[src/rtl/pn_pkg.sv]
// PN sequence constants, state type and LFSR step.
// Shared by the PN generator and the PN checker.
package pn_pkg;

  localparam int PN_WIDTH = 8;
  // Taps for x^8+x^6+x^5+x^4+1 on a shift-toward-MSB register
  localparam logic [PN_WIDTH-1:0] PN_POLY_TAPS = 8'hb8;
  localparam logic [PN_WIDTH-1:0] PN_THRESH = 8'h80;

  typedef enum logic {
    HUNT = 1'b0,
    LOCK = 1'b1
  } pn_state_t;

  function automatic logic [PN_WIDTH-1:0] pn_step(
    input logic [PN_WIDTH-1:0] s
  );
    return {s[PN_WIDTH-2:0], ^(s & PN_POLY_TAPS)};
  endfunction

endpackage

[src/rtl/pn_lfsr_step.sv]
// Combinational LFSR advance by one step,
// or by two steps when slipping.
module pn_lfsr_step
  import pn_pkg::*;
(
  input  logic [PN_WIDTH-1:0] cur,
  input  logic                slip,
  output logic [PN_WIDTH-1:0] nxt
);

  logic [PN_WIDTH-1:0] one;

  assign one = pn_step(cur);
  assign nxt = slip ? pn_step(one) : one;

endmodule

[config.mk]
export PLATFORM = sky130hd
export DESIGN_NAME = pn_lfsr_step
export DESIGN_NICKNAME = d
export VERILOG_FILES = /design/src/rtl/pn_pkg.sv /design/src/rtl/pn_lfsr_step.sv
export SDC_FILE = /design/constraint.sdc
export NUM_CORES = 1
export LEC_CHECK = 0
export ABC_CLOCK_PERIOD_IN_PS = 3000
export CAP_MARGIN = 25
export CORE_AREA = 2 2 39 41
export DETAILED_ROUTE_END_ITERATION = 12
export DIE_AREA = 0 0 41 43
export GPL_ROUTABILITY_DRIVEN = 0
export PLACE_DENSITY = 0.41
export SYNTH_ARGS = -nofsm -noshare
export SYNTH_HDL_FRONTEND = slang
export SYNTH_SLANG_ARGS = --single-unit
[constraint.sdc]
create_clock -name vclk -period 3
set_clock_uncertainty 0.15 [all_clocks]
set_input_delay 0.9 -clock vclk [all_inputs]
set_output_delay 0.9 -clock vclk [all_outputs]
set_load 0.02 [all_outputs]
==> run summary, run 1 <==
Status = completed
Crit path capture type = output port
Dpl cells = 53
Port bufs = 17
GR Overflow Total = 0
Post-DP HPWL = 496 um
Tightest Pin Transition = 0.183 ns
Post-synthesis area per instance = 9.51 um2
Vias in the first global route = 227
Antenna viol nets, final = 0
Arrival time worst endpoint = 1.87 ns
Effective utilization at floorplan = 10.3%
Die Y = 43 um
Final WS setup = 0.0803 ns
DP Worst Slack = -0.554 ns
IO Pins = 17
Commonest non-fill, non-tap cell in the layout = buf_4
Syn Std Cell Area = 143 um2
Max Slew Vio Count = 0
Pleak = 0.184 nW
Fmax = 0.343 GHz
Critical path type = input port to output port
Mapped Nets = 24
Startpoint Class = input port
TritonRoute pass-1 iters = 1
Seq/Total Area, Yosys = 0%
Starting DRT DRC Count = 0
Cell variety after synth = 7
Layout area overhead = 163%
Final setup viols = 0
Mapped Cells = 15
Slew headroom = 87.4%
Clkbuf count = 0
Worst EP required = 1.95 ns
Final Net Count = 49
Hold path cells = 4
Period minus WS final = 2.92 ns
Largest net degree at the start of global routing = 7
Routed via count = 201
GRT Overall Usage = 7.61%
Max Cap Viol = 0
DR WL/cell = 10.2 um
WL final = 553 um
Worst Hold Path EP = nxt[4]
Most frequent cells in the layout = buf_4, mux2_2, dlygate4sd2_1
Crit path max fanout = 2
# DRC = 0
Overall die area = 0.00176 mm2
P per Cell Area = 203 mW/mm2
Global-route wire length before repair = 966 um
Via density = 3.72
FF/Latch Area = 0 um2
Initial antenna violation count = 0
Fin crit share = 97.3%
Peak supply drop = 0.0678 mV
Layout cells sized above 1 = 60.5%
Fin. Hold Viols = 0
Row count = 14
FF+latch count = 0
Number of diodes = 0
Hold Path Origin = cur[2]
Worst hold path class = input port to output port
Yosys warns = 0
RSZ-0062 raised after global routing = no
Non-Filler Instances = 54
DIE WIDTH = 41 um
Core area = 0.00138 mm2
[per-layer routing]
layer  part of all wire (%)  GRT usage (%)  vias to the layer above
met4                      0              0                        0
li1                       -              -                      100
met5                      0              0                        -
met1                     36           7.96                       84
met3                     16           2.62                        0
met2                     48           14.4                       17
[cell usage after synthesis (all sizes together)]
| cell | instances | area share (%) |
|---|---|---|
| a21oi | 1 | 3.5 |
| buf | 1 | 3.5 |
| mux2 | 6 | 47 |
| mux2i | 1 | 7.0 |
| nor2 | 1 | 2.6 |
| xnor2 | 5 | 36 |
[through the flow]
| stage | hold slack (ns) | util (%) | area, um2 | TNS, ns | power [mW] |
|---|---|---|---|---|---|
| detailed placement | 2.78 | 26.9 | 373 | -4.17 | 0.0821 |
| CTS | 2.27 | 26.7 | 369 | -0.0391 | 0.0780 |
| global route | 2.21 | 27.1 | 375 | 0 | 0.0825 |
| global placement | 2.79 | 26.9 | 373 | -4.17 | 0.0818 |
| floorplan | 1.82 | - | 143 | 0 | 0.0378 |
| finish | 2.17 | 27.1 | 375 | 0 | 0.0763 |
[timing repair]
action                                  in CTS  in global routing
gates resized for setup                     38                  3
endpoints found under the setup margin       8                  2
setup buffers                                1                  0
pin swaps                                    3                  1
endpoints found under the hold margin        0                  0
hold buffers                                 0                  0
[critical path, stage by stage]
cell             delay (ns)
clkdlybuf4s50_1        0.44
mux2_2                 0.27
clkdlybuf4s15_2        0.26
[where the power goes]
group / switching, mW / internal (mW) / leakage, nW / total, mW
combinational: 0.0345 / 0.0418 / 0.184 / 0.0763
clock: 0 / 0 / 0 / 0
sequential: 0 / 0 / 0 / 0
[cell type report]
cell class	count	area, um2
tap	16	20.0
timing repair buffer	24	210
fill	159	1010
multi-input combinational	14	145
[worst max path at each step]
stage                       from     end  slack [ns]  cells past startpoint
after CTS                 cur[6]  nxt[0]       -0.04                      5
after floorplan           cur[5]  nxt[0]        0.35                      3
after global routing        slip  nxt[6]        0.03                      4
after detailed placement  cur[5]  nxt[0]       -0.55                      5
final                     cur[0]  nxt[2]        0.08                      3
after global placement    cur[5]  nxt[0]       -0.54                      5
[cells by family (layout without fill, tap and decap cells)]
| family | Yosys count | in the layout | synth area share, % |
|---|---|---|---|
| muxes | 7 | 7 | 54.4 |
| xor gates and xnor gates | 5 | 5 | 36.0 |
| AOI/OAI and AO/OA | 1 | 1 | 3.51 |
| and+or+nand+nor | 1 | 1 | 2.63 |
| buffers and inverters | 1 | 24 | 3.51 |
No activity file was read; power rests on OpenSTA's default activity.
==> run 2, diff against run 1 <==
--- a/config.mk
+++ b/config.mk
@@ -11,7 +11,7 @@
 export DETAILED_ROUTE_END_ITERATION = 12
 export DIE_AREA = 0 0 41 43
 export GPL_ROUTABILITY_DRIVEN = 0
-export PLACE_DENSITY = 0.41
+export PLACE_DENSITY_LB_ADDON = 0.15
 export SYNTH_ARGS = -nofsm -noshare
 export SYNTH_HDL_FRONTEND = slang
 export SYNTH_SLANG_ARGS = --single-unit
==> run 2 against run 1 <==
Net effect: fmax decreased by 0.91%; power decreased by 6.3%; sequential cell count unchanged; core utilization decreased by 1.1 points; non-clock buffer count decreased by 1; worst hold slack improved by 0.0039 ns; wire length decreased by 18%; design area decreased by 4.0%; die area unchanged; critical path depth increased by 1; via count decreased by 12%.
==> run summary, run 2 (synthesis results as in run 1) <==
Number of diodes = 0 (unchanged)
Switching share of total power = 46.0% (+0.78 points)
Crit path capture type = output port
Fmax = 0.339 GHz (-0.91%)
Critical path type = input port to output port
Hold path cells = 3 (-1)
Clkbuf count = 0 (unchanged)
FF/Latch Area = 0 um2 (unchanged)
FF+latch count = 0 (unchanged)
TritonRoute pass-1 iters = 1 (unchanged)
Post-CTS Setup Bufs = 0 (-1)
RSZ-0062 raised after global routing = no
Global-route wire length before repair = 731 um (-24%)
Tightest Pin Transition = 0.156 ns (-0.0274 ns)
Worst hold path class = input port to output port
GR Overflow Total = 0 (unchanged)
Initial antenna violation count = 0 (unchanged)
P per Cell Area = 198 mW/mm2 (-2.4%)
Port bufs = 17 (unchanged)
WL final = 455 um (-18%)
Power share of the combinational group = 100.0% (about the same)
Filler Cell Count = 165 (+3.8%)
Peak supply drop = 0.0427 mV (-37%)
Max Slew Vio Count = 0 (unchanged)
Overall die area = 0.00176 mm2 (unchanged)
Crit path max fanout = 4 (+2)
Fin crit share = 98.2% (+0.90 points)
DIE WIDTH = 41 um (unchanged)
Core area = 0.00138 mm2 (unchanged)
DR WL/cell = 8.58 um (-16%)
Final setup viols = 0 (unchanged)
P_sw = 0.0329 mW (-4.7%)
Hold Path Origin = cur[6]
Effective utilization at floorplan = 10.3% (unchanged)
Startpoint Class = input port
Worst Hold Path EP = nxt[7]
Final Net Count = 48 (-2.0%)
Routed via count = 176 (-12%)
Sequential share of power = 0% (unchanged)
Antenna viol nets, final = 0 (unchanged)
Clock power share = 0% (unchanged)
Layout cells sized above 1 = 59.5% (-1.1 points)
GRT Overall Usage = 5.60% (-2.0 points)
Fin util = 26.0% (-1.1 points)
Max Cap Viol = 0 (unchanged)
TNS Setup = 0 ns (unchanged)
Internal power = 0.0386 mW (-7.6%)
Layout area overhead = 153%
IO Pins = 17 (unchanged)
Post-DP HPWL = 428 um (-14%)
Vias in the first global route = 164 (-28%)
Largest net degree at the start of global routing = 5 (-2)
Status = completed
Most frequent cells in the layout = buf_4, mux2_2, dlygate4sd2_1
# DRC = 0 (unchanged)
Arrival time worst endpoint = 1.90 ns (+0.03 ns)
Pleak = 0.178 nW (-3.3%)
Commonest non-fill, non-tap cell in the layout = buf_4
Slew headroom = 89.3% (+1.9 points)
Worst EP required = 1.95 ns (about the same)
Starting DRT DRC Count = 0 (unchanged)
Via density = 3.32 (-11%)
Row count = 14 (unchanged)
Die Y = 43 um (unchanged)
Fin. Hold Viols = 0 (unchanged)
Period minus WS final = 2.95 ns (+0.0269 ns)
## run 2: changes by cell type in the layout (fill, tap and decap cells not counted), sizes merged
| cell | before | now |
|---|---|---|
| buf | 12 | 10 |
| dlygate4sd2 | 4 | 5 |
| clkdlybuf4s15 | 4 | 3 |
| clkbuf | 0 | 1 |
## run 2: power by group through the flow
stage	registers, mW	logic, mW	clock network, mW
after floorplan	0	0.0378	0
after detailed placement	0	0.0812	0
final	0	0.0715	0
after global routing	0	0.0767	0
after global placement	0	0.0809	0
after CTS	0	0.0738	0
## run 2: repair_timing
action / CTS / global route
hold buffers: 0 / 0
endpoints found under the setup margin: 8 / 2
gates cloned: 0 / 0
pin swaps: 1 / 0
gates resized for setup: 35 / 3
## run 2: routing by layer
layer  share of wire [%]  global-route usage [%]
met5                   0                       0
met3                 3.5                       0
met1                  35                    7.30
met4                   0                       0
met2                  61                    10.3
## run 2: area by class of cell
cell class / instances / area, um2 / share of cell area, %
multi-input combinational: 14 / 145 / 40.3
tap: 16 / 20.0 / 5.56
timing repair buffer: 23 / 195 / 54.2
## run 2: critical path: stages
cell	delay (ns)
dlygate4sd2_1	0.26
buf_4	0.16
mux2_2	0.33
clkdlybuf4s15_2	0.25
## run 2: how the worst max path moves through the flow
stage	from	end	slack, ns	cells after the start
2_1_floorplan	cur[5]	nxt[0]	0.35	3
3_3_place_gp	cur[5]	nxt[1]	-0.53	5
3_5_place_dp	cur[5]	nxt[1]	-0.53	5
4_1_cts	cur[2]	nxt[0]	0.001	5
5_1_grt	slip	nxt[5]	0.01	4
6_report	slip	nxt[5]	0.05	4
## run 2: per-stage QoR
step,std cells,instance area [um2],worst slack (ns),hold slack [ns],power (mW)
final,53,360,0.0534,2.17,0.0715
after global routing,53,360,0.0108,2.20,0.0767
after CTS,53,360,0.00138,2.28,0.0738
after detailed placement,53,373,-0.525,2.72,0.0812
after global placement,53,373,-0.525,2.73,0.0809
after floorplan,15,143,0.350,1.82,0.0378
